===== src/rtl/combo_pkg.sv =====
// Shared types and constants for the combination-lock dialer and receiver.
package combo_pkg;

    localparam int unsigned DIGIT_W = 4;
    localparam logic [DIGIT_W-1:0] DIGIT_MAX = 4'd9;

    typedef enum logic [2:0] {
        IDLE        = 3'd0,
        SEND        = 3'd1,
        GAP         = 3'd2,
        WAIT_RESULT = 3'd3,
        DONE        = 3'd4
    } dialer_state_t;

    // A digit is acceptable when it is a decimal digit.
    function automatic logic digit_ok(input logic [DIGIT_W-1:0] d);
        return d <= DIGIT_MAX;
    endfunction

endpackage


===== src/rtl/combo_code_store.sv =====
// Code register file: append, clear and read-by-index for the dialer.
module combo_code_store
    import combo_pkg::*;
#(
    parameter int unsigned NDIGITS = 6,
    parameter int unsigned IDX_W   = $clog2(NDIGITS)
) (
    input  logic               clk,
    input  logic               rst,
    input  logic               load_en,
    input  logic [DIGIT_W-1:0] load_digit,
    input  logic               clear,
    input  logic [IDX_W-1:0]   rd_idx,
    output logic [DIGIT_W-1:0] rd_digit_c,
    output logic [3:0]         load_count,
    output logic               code_full,
    output logic               load_err
);

    logic [DIGIT_W-1:0] mem [NDIGITS];

    assign rd_digit_c = mem[rd_idx];

    // Clear has priority over a simultaneous load and never flags an error.
    always_ff @(posedge clk) begin
        if (rst) begin
            for (int unsigned i = 0; i < NDIGITS; i++) begin
                mem[i] <= '0;
            end
            load_count <= 4'd0;
            code_full  <= 1'b0;
            load_err   <= 1'b0;
        end else begin
            load_err <= 1'b0;
            if (clear) begin
                load_count <= 4'd0;
                code_full  <= 1'b0;
            end else if (load_en) begin
                if (!digit_ok(load_digit) || code_full) begin
                    load_err <= 1'b1;
                end else begin
                    mem[IDX_W'(load_count)] <= load_digit;
                    load_count <= load_count + 4'd1;
                    code_full  <= (load_count == 4'(NDIGITS - 1));
                end
            end
        end
    end

endmodule


===== src/rtl/combo_dialer.sv =====
// Sends a stored decimal code to a lock over valid/ready and reports the verdict.
// Optional wait-for-verdict timeout: define COMBO_DIALER_TIMEOUT_EN.
module combo_dialer
    import combo_pkg::*;
#(
    parameter int unsigned NDIGITS        = 6,
    parameter int unsigned GAP_CYCLES     = 0,
    parameter int unsigned TIMEOUT_CYCLES = 64
) (
    input  logic               clk,
    input  logic               rst,
    input  logic               load_en,
    input  logic [DIGIT_W-1:0] load_digit,
    input  logic               clear,
    input  logic               start,
    output logic [DIGIT_W-1:0] digit_out,
    output logic               digit_valid,
    input  logic               digit_ready,
    input  logic               lock_open,
    input  logic               lock_closed,
    output logic               busy,
    output logic               code_full,
    output logic [3:0]         load_count,
    output logic               load_err,
    output logic               opened,
    output logic               failed
);

    localparam int unsigned IDX_W = $clog2(NDIGITS);
    localparam int unsigned GAP_W = (GAP_CYCLES > 1) ? $clog2(GAP_CYCLES + 1) : 1;

    localparam logic [2:0] S_IDLE = 3'(IDLE);
    localparam logic [2:0] S_SEND = 3'(SEND);
    localparam logic [2:0] S_GAP  = 3'(GAP);
    localparam logic [2:0] S_WAIT = 3'(WAIT_RESULT);
    localparam logic [2:0] S_DONE = 3'(DONE);

    if (NDIGITS < 2 || NDIGITS > 8 || TIMEOUT_CYCLES < 1) begin : g_param_check
        $error("combo_dialer: parameter out of range");
    end

    logic [2:0]         state_q, state_d;
    logic [IDX_W-1:0]   idx_q, idx_d;
    logic [GAP_W-1:0]   gap_q, gap_d;
    logic               valid_d, busy_d, opened_d, failed_d;
    logic [DIGIT_W-1:0] digit_d, rd_digit_c;
    logic               idle_c, hs_c;

`ifdef COMBO_DIALER_TIMEOUT_EN
    localparam int unsigned TMO_W = $clog2(TIMEOUT_CYCLES + 1);
    logic [TMO_W-1:0] tmo_q, tmo_d;
`endif

    assign idle_c = (state_q == S_IDLE);
    assign hs_c   = (state_q == S_SEND) && digit_valid && digit_ready;

    // Commands only reach the store while idle, so busy-time loads are silent.
    combo_code_store #(
        .NDIGITS (NDIGITS),
        .IDX_W   (IDX_W)
    ) u_store (
        .clk        (clk),
        .rst        (rst),
        .load_en    (load_en & idle_c),
        .load_digit (load_digit),
        .clear      (clear & idle_c),
        .rd_idx     (idx_d),
        .rd_digit_c (rd_digit_c),
        .load_count (load_count),
        .code_full  (code_full),
        .load_err   (load_err)
    );

    // State and registered outputs.
    always_ff @(posedge clk) begin
        if (rst) begin
            state_q     <= S_IDLE;
            idx_q       <= '0;
            gap_q       <= '0;
            digit_out   <= '0;
            digit_valid <= 1'b0;
            busy        <= 1'b0;
            opened      <= 1'b0;
            failed      <= 1'b0;
`ifdef COMBO_DIALER_TIMEOUT_EN
            tmo_q       <= '0;
`endif
        end else begin
            state_q     <= state_d;
            idx_q       <= idx_d;
            gap_q       <= gap_d;
            digit_out   <= digit_d;
            digit_valid <= valid_d;
            busy        <= busy_d;
            opened      <= opened_d;
            failed      <= failed_d;
`ifdef COMBO_DIALER_TIMEOUT_EN
            tmo_q       <= tmo_d;
`endif
        end
    end

    // Next state; outputs are derived from the next state so they register in step.
    always_comb begin
        state_d  = state_q;
        idx_d    = idx_q;
        gap_d    = gap_q;
        opened_d = opened;
        failed_d = failed;
`ifdef COMBO_DIALER_TIMEOUT_EN
        tmo_d    = tmo_q;
`endif
        case (state_q)
            S_IDLE: begin
                if (start && code_full && !clear) begin
                    state_d  = S_SEND;
                    idx_d    = '0;
                    opened_d = 1'b0;
                    failed_d = 1'b0;
                end
            end
            S_SEND: begin
                if (hs_c) begin
                    if (idx_q == IDX_W'(NDIGITS - 1)) begin
                        state_d = S_WAIT;
`ifdef COMBO_DIALER_TIMEOUT_EN
                        tmo_d   = TMO_W'(TIMEOUT_CYCLES);
`endif
                    end else if (GAP_CYCLES == 0) begin
                        idx_d = idx_q + IDX_W'(1);
                    end else begin
                        state_d = S_GAP;
                        gap_d   = GAP_W'(GAP_CYCLES);
                    end
                end
            end
            S_GAP: begin
                if (gap_q == GAP_W'(1)) begin
                    state_d = S_SEND;
                    idx_d   = idx_q + IDX_W'(1);
                end else begin
                    gap_d = gap_q - GAP_W'(1);
                end
            end
            S_WAIT: begin
                // A closed verdict wins even when open arrives in the same cycle.
                if (lock_closed) begin
                    failed_d = 1'b1;
                    state_d  = S_DONE;
                end else if (lock_open) begin
                    opened_d = 1'b1;
                    state_d  = S_DONE;
                end
`ifdef COMBO_DIALER_TIMEOUT_EN
                else if (tmo_q == TMO_W'(1)) begin
                    failed_d = 1'b1;
                    state_d  = S_DONE;
                end else begin
                    tmo_d = tmo_q - TMO_W'(1);
                end
`endif
            end
            S_DONE: begin
                state_d = S_IDLE;
            end
            default: begin
                state_d = S_IDLE;
            end
        endcase

        valid_d = (state_d == S_SEND);
        busy_d  = (state_d != S_IDLE);
        digit_d = valid_d ? rd_digit_c : digit_out;
    end

endmodule


===== config.mk =====
export PLATFORM = sky130hd
export DESIGN_NAME = combo_dialer
export DESIGN_NICKNAME = d
export VERILOG_FILES = /design/src/rtl/combo_pkg.sv /design/src/rtl/combo_code_store.sv /design/src/rtl/combo_dialer.sv
export SDC_FILE = /design/constraint.sdc
export NUM_CORES = 1
export LEC_CHECK = 0
export BUFFER_PORTS_ARGS = -buffer_cell sky130_fd_sc_hd__buf_2
export CAP_MARGIN = 20
export CORE_MARGIN = 2
export CORE_UTILIZATION = 55
export DETAILED_ROUTE_END_ITERATION = 6
export PLACE_DENSITY_LB_ADDON = 0.1
export SLEW_MARGIN = 20
export SYNTH_ARGS = -nofsm -noshare
export SYNTH_HDL_FRONTEND = slang
export SYNTH_SLANG_ARGS = --single-unit
export TNS_END_PERCENT = 10

===== constraint.sdc =====
create_clock -name clk -period 4 [get_ports clk]
set_input_delay 0.2 -clock clk [delete_from_list [all_inputs] [get_ports clk]]
set_output_delay 0.2 -clock clk [all_outputs]
set_load 0.03 [all_outputs]

# After elaboration in Yosys (flattened, before gate mapping)
# Memory sizes are Yosys's and may differ from the RTL's. A register that Yosys moved wholly into a read port is not among the register bits.
# Index checks and enable logic that the tools add are counted.
# totals
ram_bits,24
mem_bits_ro,0
mem_count,1
inputBits,12
wordCells,75
register_bits,17
output_inout_bits,14
latchBits,0
# op_classes
muxes,30
n_mul,0
order_cmp,1
reduce_logical,16
n_eq_ne,10
bitwise_logic,4
n_addsub,3
shifts,0
n_div,0
# memory_table
memory,depth,word_bits,read_ports,rd_clocked_by_memory_dff,wr,line,text
u_store.mem,6,4,1,1,6,combo_code_store.sv:20,logic [DIGIT_W-1:0] mem [NDIGITS];
# ops
operator,count
$mux W3,11
$mux W1,14
$pmux W3 S4,1
$pmux W3 S3,1
$eq A3 B1 Y1 const B,2
$eq A3 B2 Y1 const B,2
$ne A2 B2 Y1 const B,3
$add A4 B1 Y4 const B,1
$eq A4 B3 Y1 const B,1
$le A4 B4 Y1 const B,1
$logic_and A1 B1 Y1,4
$mux W4,1
$pmux W1 S2,2
$reduce_and A4 Y1,1
$reduce_or A4 Y1,1
$add A3 B1 Y3 const B,1
$eq A3 B3 Y1 const B,1
$logic_not A3 Y1,1
$reduce_and A3 Y1,1
$reduce_bool A3 Y1,1
$reduce_or A3 Y1,1
$and A1 B1 Y1,2
$logic_not A1 Y1,2
$ne A2 B1 Y1 const B,1
6 further kinds,7

# Depth between registers and ports, before layout
# Gate-level depths: netlist of run 1.
# logic_depth
depth_word,10
mapped_depth,10

# Modules after synthesis
# A second synthesis of run 1 with hierarchy kept.
# unflattened
cells_unflattened,225
area_unflattened_um2,2657.5
# modules_own_cells
module,cells_each,area_per_inst_um2,instances,seq_area_each_um2
combo_code_store,133,1820.5,1,1081.0
combo_dialer,92,837.1,1,300.3

# Worst setup path after synthesis of run 1
# No wires, ideal clock.
# synth_timing
kind,register to register
startpoint,register state_q[0]
endpoint,"memory u_store.mem[2][0], enable pin"
path_stages_with_launch,8
synth_period_minus_slack_ns,2.219
slack_ns,1.781
n_path_buf,1
arrival_ns,1.881
required_ns,3.662
cell_sequence,dfxtp_1 buf_6 nor3_1 nand2_1 nor3_2 nor3b_2 nand3b_1 o21bai_1
# synth_rtl
item,line,text
"start, declared",combo_dialer.sv:42,"logic [2:0] state_q, state_d;"
"start signal, assigned",combo_dialer.sv:89,state_q <= state_d;
"end, declared",combo_code_store.sv:20,

==> run_results.csv, run 1 <==
group,metric,value,unit
worst_setup_path,timing.critical_path.slowest_cell_delay,0.49,ns
finish,drive_gt1_share,19.8,%
worst_setup_path,critPathArrivalTime,2.67,ns
finish,multiInputGateArea,0.00101,mm^2
grt,antenna_found_initial,0,
timing,rsz_0062_raised_after_global_routing,"false",
pwr,power.leakage,1.09,nW
clock_tree,clock_latency,0.30,ns
clock_tree,root_buffer,"clkbuf_8",
worst_setup_path,worst_r2r_endpoint,"u_store.mem[2][2]$_SDFFCE_PN0P_",
timing,post-route-min-period,2.68,ns
timing,worst_pin_slew,0.763,ns
clock_tree,cts_repair_resize_count,0,
worst_setup_path,cp-endpoint,"u_store.mem[2][2]$_SDFFCE_PN0P_",
synth,synth_async_sr_flop_share,0,%
timing,finalClockSkew,0.00476,ns
hold_path,hold_path.class,"input pin to flop",
worst_setup_path,crit_path_from,"state_q[0]$_SDFF_PP0_",
worst_setup_path,critical-path-slowest-cell,"nor3b_2",
clock_tree,cts_sink_count,53,
finish,finalNonFillerCells,304,
route,avgRoutedWirePerCell,16.0,um
synth,synth-seq-cells,53,
grt,first_pass_grt_wire_length,7990,um
route,drt.antenna.violating_nets,0,
synth,synth.yosys.warnings,0,
placement,dp_hpwl,3640,um
clock_tree,htreeDepth,2,
synth,synth_cell_type_count,47,
placement,dp_worst_setup_slack,1.36,ns
floorplanning,row_count,24,
placement,globalplace.congestion,0.804,
route,vias,1706,
synth,synth.net_count,240,
grt,globalRouteMet2Util,34.1,%
floorplanning,fp.dieH,71.3,um
clock_tree,number_of_post_cts_setup_repair_buffers,0,
placement,placed_cells_incl_taps,296,
clock_tree,tritoncts_clock_tree,"done",
worst_setup_path,ff2ff_setup_slack,1.32,ns
timing,timing.fmax,373,MHz
synth,syn_inst,224,
worst_setup_path,critical_path_buf_inv_count,0,
synth,synth_area_leaders,"edfxtp_1, dfxtp_1, nor2_1",
route,dr.first_iter.drc_count,100,
timing,setup_total_negative_slack,0,ns
synth,yosys.cell_count.top_type,"nor2_1",
synth,number_of_flops_mapped_to_enable_cells_by_yosys,32,
timing,timing.slew.headroom,48.7,%
grt,grt_usage,20.5,%
worst_setup_path,critical_path_peak_fanout,9,
grt,globalRouteMet1Util,28.1,%
clock_tree,clkTransAtPathRegs,0.10,ns
pwr,powerDensity,344,mW/mm^2
finish,antenna-diode-count,0,
grt,number_of_global_route_vias_before_repair,1649,
finish,fillCellCount,362,
timing,slew_viol_final,0,
floorplanning,dieWidth,71.3,um
route,drc,0,
run,drv.max_cap_violation_count,0,
clock_tree,cts_hold_repair.buffers,0,
synth,synthFlopType,"edfxtp_1",
finish,ff_latch_area,0.00138,mm^2
route,dr.pass1.iters,4,
worst_setup_path,r2r_start,"state_q[0]$_SDFF_PP0_",
timing,report.final.hold_viol_count,0,
pwr,power.ir.vdd_worst,286,uV
synth,mappedNetlistArea,0.00249,mm^2
grt,grt_start_max_net_pins,23,
grt,gr-max-usage-layer,"met2",
clock_tree,cts-buffers-inserted,5,
worst_setup_path,timing.critical_path.cells,"nor3_1, nand2_1, nor3_2, nor3b_2, nand3b_1, o21bai_1",
timing,min_period_over_period,67.1,%
route,routed_wl,4860,um
timing,layout_setup_ws,1.32,ns
route,avgViaCountPerCell,5.61,
floorplanning,top_level_ports,26,
synth,synthTopCellsByCount,"nor2_1, edfxtp_1, dfxtp_1",
floorplanning,fp.coreArea,0.00435,mm^2
finish,final_net_count,267,
floorplanning,initial_utilization,57.2,%
finish,area_growth_syn_to_layout,9.30,%
worst_setup_path,cp_num_cells,6,
timing,setup_viol_count_final,0,
placement,placement.io_buffers,25,
synth,synthesis.area_per_instance,11.1,um^2
worst_setup_path,endpoint_kind,"flop",
synth,netlist.area_leader.share,38.6,%
grt,gr-usage-met3,3.80,%
worst_setup_path,criticalPathCategory,"flop to flop",
worst_setup_path,critical_path_required,3.98,ns
pwr,design_power_total,937,uW
clock_tree,cts_buffer_depth,2,
grt,global_route.overflow_total,0,
status,outcome,"completed",
worst_setup_path,cpLargestDelayFamily,"simple AND/OR/NAND/NOR gates",
floorplanning,design.die.area,0.00508,mm^2
worst_setup_path,worstSetupStartpointType,"flop",
synth,synth.yosys.seq_area_share,55.5,%
synth,netlist.top_cell.by_area,"edfxtp_1",
worst_setup_path,worst_r2r_path_depth,6,
==> tightest hold or removal path, cell delays in order <==
cell     delay [ns]
buf_2          0.09
a22oi_1        0.08
nor2_1         0.08
==> how the worst min path moves through the flow <==
stage | start | to | slack (ns) | cells after the start
detailed placement | digit_out[2]$_SDFFE_PP0P_ | digit_out[2]$_SDFFE_PP0P_ | 0.45 | 2
floorplan | rst | state_q[2]$_SDFF_PP0_ | 0.29 | 1
finish | lock_closed | failed$_SDFFE_PP0P_ | 0.18 | 3
global placement | digit_out[1]$_SDFFE_PP0P_ | digit_out[1]$_SDFFE_PP0P_ | 0.45 | 2
global route | load_en | u_store.load_err$_SDFF_PP0_ | 0.18 | 3
CTS | lock_closed | failed$_SDFFE_PP0P_ | 0.18 | 3
==> power breakdown <==
group / internal [mW] / switching, mW / leakage (nW)
clock: 0.123 / 0.178 / 0.0364
combinational: 0.0149 / 0.0289 / 0.567
sequential: 0.587 / 0.00526 / 0.484
total: 0.725 / 0.212 / 1.09
==> state kept, by name (all words and copies together), names as in the netlist <==
register and count:
state_q 3, u_store.load_count 4, digit_out 4, idx_q 3
gap_q 1, u_store.load_err 1, digit_valid 1, opened 1
failed 1, u_store.mem 32, busy 1, u_store.code_full 1
==> cell type report <==
type / instances / share of cell area (%)
flip-flops and latches: 53 / 50.8
multi-input cells: 154 / 37.1
repair buffers: 26 / 4.88
clock buffers: 5 / 2.53
well taps: 52 / 2.39
inverters: 11 / 1.52
clock inverters: 3 / 0.828
==> metal layers <==
layer  wire, um  part of all wire, %
met5          0                    0
met4         40                 0.82
met3        244                  5.0
met2       2310                   48
met1       2270                   47
==> layout by cell type, fill, tap and decap left out, drive strengths merged <==
cell type  Yosys  layout
a2111oi        4       4
a211oi         1       1
a21o           4       4
a21oi          7       7
a22o           4       4
a22oi          1       1
a2bb2oi        1       1
a31oi          2       2
a32oi          2       2
and2           6       6
and3           6       6
and4b          1       1
buf            5      26
clkbuf         1       5
clkinvlp       0       3
dfxtp         21      21
edfxtp        32      32
ha             4       4
inv           11      11
mux2           8       8
mux2i          8       8
nand2         15      15
nand2b         1       1
nand3          2       2
nand3b         4       4
nor2          41      41
nor2b          1       1
nor3           4       4
nor3b          4       4
nor4           3       3
nor4bb         1       1
o2111ai        1       1
o21a           1       1
o21ai          2       2
o21bai         3       3
o22ai          4       4
o32a           2       2
or2            1       1
or3            2       2
xnor2          3       3
==> cells by family after synthesis <==
| logic type | after synthesis | synth area share, % |
|---|---|---|
| compound gates | 39 | 12.1 |
| flops | 53 | 55.5 |
| simple gates | 92 | 18.6 |
| fa+ha+maj | 4 | 2.01 |
| xor+xnor | 3 | 1.06 |
| buf+inv | 17 | 3.97 |
| mux | 16 | 6.84 |
==> per-stage QoR <==
| step | utilization [%] | hold WS [ns] | area (um^2) |
|---|---|---|---|
| CTS | 62.5 | 0.177 | 2720 |
| global placement | 60.4 | 0.449 | 2630 |
| floorplan | - | 0.286 | 2490 |
| global route | 62.5 | 0.183 | 2720 |
| detailed placement | 60.4 | 0.451 | 2630 |
| finish | 62.5 | 0.181 | 2720 |
No activity file was read; power rests on OpenSTA's default activity.
==> run 2, diff against run 1 <==
Settings changed: CORE_UTILIZATION 55 to 52.
Clock period 4 ns to 2.3 ns, I/O delays scaled along.
==> run 2 against run 1 <==
  * Global-route usage is 0.13 points lower
  * Non-clock buffer count up 15
  * Critical path depth unchanged
  * Total power increased by 72%
  * Via count grew 5.2%
  * Register-to-register slack worse by 1.2 ns
  * Sequential power grew 74%
  * Clock power increased by 64%
  * Sequential share of layout area shrank 2.4 points
  * Sequential cell count did not move
  * Count of clock-buffer cells in the layout increased by 2
  * Highest routed layer unchanged
==> run_results.csv, run 2 (same netlist as run 1, synthesis figures left out) <==
group,metric,value,unit
floorplanning,fp.coreArea,0.00466,mm^2
clock_tree,tritoncts_clock_tree,"done",
floorplanning,row_count,25,
finish,biggestRegsByFlops,"u_store.mem: 32 flops, digit_out: 4 flops, u_store.load_count: 4 flops",
run,drv.max_cap_violation_count,0,
floorplanning,initial_utilization,53.4,%
clock_tree,clkTransAtPathRegs,0.09,ns
worst_setup_path,endpoint_kind,"flop",
finish,top_register,"u_store.mem",
worst_setup_path,crit_path_from,"state_q[0]$_SDFF_PP0_",
finish,area_growth_syn_to_layout,14.9,%
route,dr.pass1.iters,5,
worst_setup_path,timing.critical_path.cells,"and4b_2, a31oi_1, o32a_4, mux2i_1, a22o_1, a2111oi_1",
worst_setup_path,criticalPathCategory,"flop to flop",
worst_setup_path,ff2ff_setup_slack,0.13,ns
finish,fillCellCount,400,
route,vias,1794,
pwr,power.ir.vdd_worst,518,uV
worst_setup_path,worstSetupStartpointType,"flop",
timing,rsz_0062_raised_after_global_routing,"true",
timing,timing.slew.headroom,69.5,%
worst_setup_path,critPathArrivalTime,2.35,ns
clock_tree,htreeDepth,2,
worst_setup_path,r2r_start,"state_q[0]$_SDFF_PP0_",
worst_setup_path,critical-path-slowest-cell,"dfxtp_1",
route,avgViaCountPerCell,5.59,
grt,grt_start_max_net_pins,23,
grt,number_of_global_route_vias_before_repair,1684,
finish,layout_common_cells,"nor2_1, edfxtp_1, buf_2",
floorplanning,top_level_ports,26,
placement,dp_hpwl,3880,um
grt,first_pass_grt_wire_length,8150,um
floorplanning,dieWidth,73.2,um
finish,mostFrequentLayoutCell,"nor2_1",
placement,placed_cell_area,0.00274,mm^2
pwr,design_power_total,1.61,mW
clock_tree,cts-buffers-inserted,5,
grt,grt_usage,20.4,%
finish,final_net_count,282,
finish,antenna-diode-count,0,
timing,slew_viol_final,0,
timing,min_period_over_period,94.2,%
route,avgRoutedWirePerCell,15.4,um
clock_tree,cts_buffer_depth,2,
placement,placement.io_buffers,25,
clock_tree,clock_latency,0.30,ns
pwr,powerDensity,562,mW/mm^2
floorplanning,design.die.area,0.00536,mm^2
pwr,power.leakage,1.18,nW
timing,report.final.hold_viol_count,0,
placement,globalplace.congestion,0.806,
finish,drive_gt1_share,25.5,%
worst_setup_path,critical_path_required,2.48,ns
finish,largest_reg_flops,32,
route,drt.antenna.violating_nets,0,
route,drc,0,
clock_tree,root_buffer,"clkbuf_8",
hold_path,holdCritStartpoint,"load_en",
route,dr.first_iter.drc_count,94,
clock_tree,cts_sink_count,53,
route,routed_wl,4950,um
floorplanning,fp.dieH,73.2,um
worst_setup_path,worst_r2r_endpoint,"digit_out[2]$_SDFFE_PP0P_",
timing,post-route-min-period,2.17,ns
status,outcome,"completed",
timing,setup_viol_count_final,0,
worst_setup_path,cp-endpoint,"digit_out[2]$_SDFFE_PP0P_",
clock_tree,number_of_post_cts_setup_repair_buffers,0,
worst_setup_path,timing.critical_path.slowest_cell_delay,0.47,ns
worst_setup_path,worst_r2r_path_depth,6,
grt,antenna_found_initial,0,
timing,worst_pin_slew,0.458,ns
hold_path,hold_path.class,"input pin to flop",
grt,global_route.overflow_total,0,
worst_setup_path,critical_path_peak_fanout,11,
timing,timing.fmax,462,MHz
finish,postLayoutCellArea,0.00286,mm^2
timing,finalClockSkew,0.00909,ns
-- run 2: how the worst min path moves through the flow --
stage                                  endpoint  slack (ns)  cells past startpoint
CTS                 u_store.load_err$_SDFF_PP0_        0.08                      3
global route        u_store.load_err$_SDFF_PP0_        0.11                      3
floorplan                 state_q[2]$_SDFF_PP0_        0.20                      1
global placement            opened$_SDFFE_PP0P_        0.40                      3
detailed placement  u_store.load_err$_SDFF_PP0_        0.41                      3
finish              u_store.load_err$_SDFF_PP0_        0.09                      3
-- run 2: through the flow --
stage	setup WS, ns	setup TNS [ns]	hold WS, ns	util (%)	instances
after detailed placement	0.0649	0	0.406	58.9	313
final	0.134	0	0.0932	61.4	321
after floorplan	0.0813	0	0.201	-	224
after global routing	-0.0316	-0.0402	0.113	61.4	321
after CTS	0.0497	0	0.0819	60.7	321
after global placement	0.0830	0	0.399	58.9	313
-- run 2: metal layers --
layer  vias up  global-route usage, %  part of all wire (%)
met1       855                   28.2                    48
met3         7                   4.70                   3.0
met4         0                   6.38                   1.2
met5         -                      0                     0
li1        903                      -                     -
met2        29                   31.8                    48
-- run 2: what timing repair did --
item | in CTS | in global routing
gates resized for setup | 0 | 6
hold buffers | 0 | 0
setup endpoints to repair | 0 | 16
-- run 2: cell type report --
type	instances	area, um^2	area share (%)
Inverter	11	41.3	1.44
Timing Repair Buffer	41	245	8.57
Sequential cell	53	1380	48.3
Tap cell	54	67.6	2.36
Clock inverter	1	7.51	0.262
Multi-Input combinational cell	154	1040	36.4
Clock buffer	7	76.3	2.67
-- run 2: power by group --
| group | internal (mW) | switching (mW) | leakage [nW] | total (mW) |
|---|---|---|---|---|
| Combinational | 0.0310 | 0.0509 | 0.656 | 0.0818 |
| Clock | 0.216 | 0.279 | 0.0385 | 0.495 |
| Sequential | 1.02 | 0.00981 | 0.484 | 1.03 |
| Total | 1.27 | 0.340 | 1.18 | 1.61 |
-- run 2: critical path: cells and delay by family, from the launching register on --
family | cells | cell delay (ns)
compound gates | 4 | 1.11
flops | 1 | 0.47
simple gates | 1 | 0.32
mux | 1 | 0.15
==> run 3, diff against run 2 <==
Settings changed: GPL_TIMING_DRIVEN from default to 0, REMOVE_ABC_BUFFERS from default to 1.
==> run 3 against run 2 <==
  * Combinational power is 4.5% higher
  * Sequential power about the same
  * Setup slack worse by 0.049 ns
  * Count of clock-buffer cells in the layout is 1 lower
  * Wire length rose by 5.9%
  * Total power grew 2.2%
  * Cell area grew 4.4%
  * Largest power group unchanged
==> run_results.csv, run 3 (same netlist as run 1, synthesis figures left out) <==
group,metric,value,unit
clock_tree,htreeDepth,2,
floorplanning,top_level_ports,26,
route,dr.pass1.iters,5,
finish,largest_reg_flops,32,
worst_setup_path,criticalPathCategory,"flop to flop",
placement,globalplace.congestion,0.812,
finish,biggestRegsByFlops,"u_store.mem: 32 flops, digit_out: 4 flops, u_store.load_count: 4 flops",
timing,setup_viol_count_final,0,
floorplanning,fp.dieH,73.2,um
finish,top_register,"u_store.mem",
timing,worst_pin_slew,0.553,ns
finish,final_net_count,278,
worst_setup_path,critical_path_required,2.49,ns
pwr,power.leakage,1.19,nW
finish,finalNonFillerCells,317,
finish,area_growth_syn_to_layout,20.0,%
worst_setup_path,worst_r2r_endpoint,"digit_out[3]$_SDFFE_PP0P_",
floorplanning,dieWidth,73.2,um
finish,mostFrequentLayoutCell,"nor2_1",
timing,slew_viol_final,0,
worst_setup_path,worstSetupStartpointType,"flop",
floorplanning,row_count,25,
pwr,power.ir.vdd_worst,443,uV
finish,layout_common_cells,"nor2_1, edfxtp_1, buf_2",
worst_setup_path,r2r_start,"idx_q[1]$_SDFF_PP0_",
timing,min_period_over_period,96.3,%
route,dr.first_iter.drc_count,121,
finish,final_core_util,64.1,%
clock_tree,tritoncts_clock_tree,"done",
clock_tree,clkTransAtPathRegs,0.09,ns
route,drt.antenna.violating_nets,0,
clock_tree,cts_buffer_depth,2,
grt,grt_start_max_net_pins,23,
route,vias,1828,
finish,postLayoutCellArea,0.00299,mm^2
hold_path,hold_path.class,"input pin to flop",
clock_tree,clock_latency,0.30,ns
route,drc,0,
timing,timing.fmax,451,MHz
status,outcome,"completed",
worst_setup_path,critPathArrivalTime,2.41,ns
timing,timing.slew.headroom,62.8,%
pwr,powerDensity,550,mW/mm^2
clock_tree,cts-buffers-inserted,5,
floorplanning,fp.coreArea,0.00466,mm^2
timing,hold_ws,0.105,ns
hold_path,whs_endpoint,"failed$_SDFFE_PP0P_",
finish,fillCellCount,382,
grt,first_pass_grt_wire_length,8160,um
finish,drive_gt1_share,31.6,%
worst_setup_path,ff2ff_setup_slack,0.08,ns
pwr,design_power_total,1.64,mW
worst_setup_path,endpoint_kind,"flop",
timing,post-route-min-period,2.22,ns
timing,report.final.hold_viol_count,0,
route,routed_wl,5240,um
finish,antenna-diode-count,0,
floorplanning,initial_utilization,53.4,%
clock_tree,cts_sink_count,53,
timing,finalClockSkew,0.00854,ns
floorplanning,design.die.area,0.00536,mm^2
run,drv.max_cap_violation_count,0,
grt,global_route.overflow_total,0,
hold_path,hold_depth,3,
clock_tree,root_buffer,"clkbuf_8",
grt,grt_usage,20.4,%
worst_setup_path,worst_r2r_path_depth,8,
grt,antenna_found_initial,0,
placement,placement.io_buffers,25,
placement,placed_cell_area,0.00262,mm^2
placement,dp_hpwl,3530,um
clock_tree,cts_hold_repair.buffers,0,
route,avgRoutedWirePerCell,16.5,um
route,avgViaCountPerCell,5.77,
hold_path,holdCritStartpoint,"lock_closed",
grt,number_of_global_route_vias_before_repair,1661,
placement,placed_cells_incl_taps,297,
worst_setup_path,critical_path_peak_fanout,6,
-- run 3: cell types whose count changed in the layout (fill, tap and decap cells not counted), sizes merged --
cell,before,now
a31oi,2,3
buf,41,35
clkbuf,7,6
clkinv,0,2
clkinvlp,1,0
o32a,2,3
-- run 3: power by group --
| group | internal [mW] | switching, mW | total (mW) |
|---|---|---|---|
| clock network | 0.239 | 0.292 | 0.531 |
| logic | 0.0333 | 0.0523 | 0.0855 |
| registers | 1.02 | 0.00836 | 1.03 |
| total | 1.29 | 0.353 | 1.64 |
-- run 3: stage by stage --
step	setup TNS [ns]	setup slack, ns
global placement	-8.68	-0.650
CTS	-0.220	-0.0315
global route	-0.0229	-0.00941
finish	0	0.0849
detailed placement	-9.23	-0.665
floorplan	-0.644	-0.163
-- run 3: layer usage --
metal / global-route usage [%] / part of all wire [%] / vias to the layer above
met4: 6.79 / 1.4 / 0
met1: 29.3 / 47 / 872
met3: 3.73 / 4.1 / 8
li1: - / - / 900
met5: 0 / 0 / -
met2: 31.2 / 47 / 48
-- run 3: cell type report --
cell class | instances | area [um^2] | share of cell area (%)
Clock buffer | 6 | 82.6 | 2.76
Clock inverter | 2 | 8.76 | 0.293
Inverter | 11 | 41.3 | 1.38
Multi-Input combinational cell | 156 | 1190 | 39.9
Sequential cell | 53 | 1400 | 46.7
Tap cell | 54 | 67.6 | 2.26
Timing Repair Buffer | 35 | 200 | 6.70
-- run 3: worst max-delay path by stage --
| stage | end | slack, ns | startpoint |
|---|---|---|---|
| finish | digit_out[3]$_SDFFE_PP0P_ | 0.08 | idx_q[1]$_SDFF_PP0_ |
| global route | digit_out[1]$_SDFFE_PP0P_ | -0.009 | u_store.code_full$_SDFFE_PP0P_ |
| CTS | u_store.mem[2][1]$_SDFFCE_PN0P_ | -0.03 | state_q[0]$_SDFF_PP0_ |
| detailed placement | digit_out[2]$_SDFFE_PP0P_ | -0.66 | u_store.code_full$_SDFFE_PP0P_ |
| global placement | digit_out[2]$_SDFFE_PP0P_ | -0.65 | state_q[1]$_SDFF_PP0_ |
| floorplan | digit_out[1]$_SDFFE_PP0P_ | -0.16 | u_store.code_full$_SDFFE_PP0P_ |
-- run 3: worst max-delay path, cell delays in order (launching register included) --
cell       delay (ns)
dfxtp_2          0.34
inv_1            0.05
ha_2             0.19
o32a_1           0.37
nor2_2           0.19
o32a_4           0.27
mux2i_1          0.09
a22o_1           0.24
a2111oi_1        0.35
-- run 3: repair_timing --
action	4_1_cts	5_1_grt
gates cloned	1	1
gates resized for setup	17	21
endpoints found under the setup margin	28	28
buffers inserted	2	8
pin swaps	1	4
hold endpoints to repair	0	0
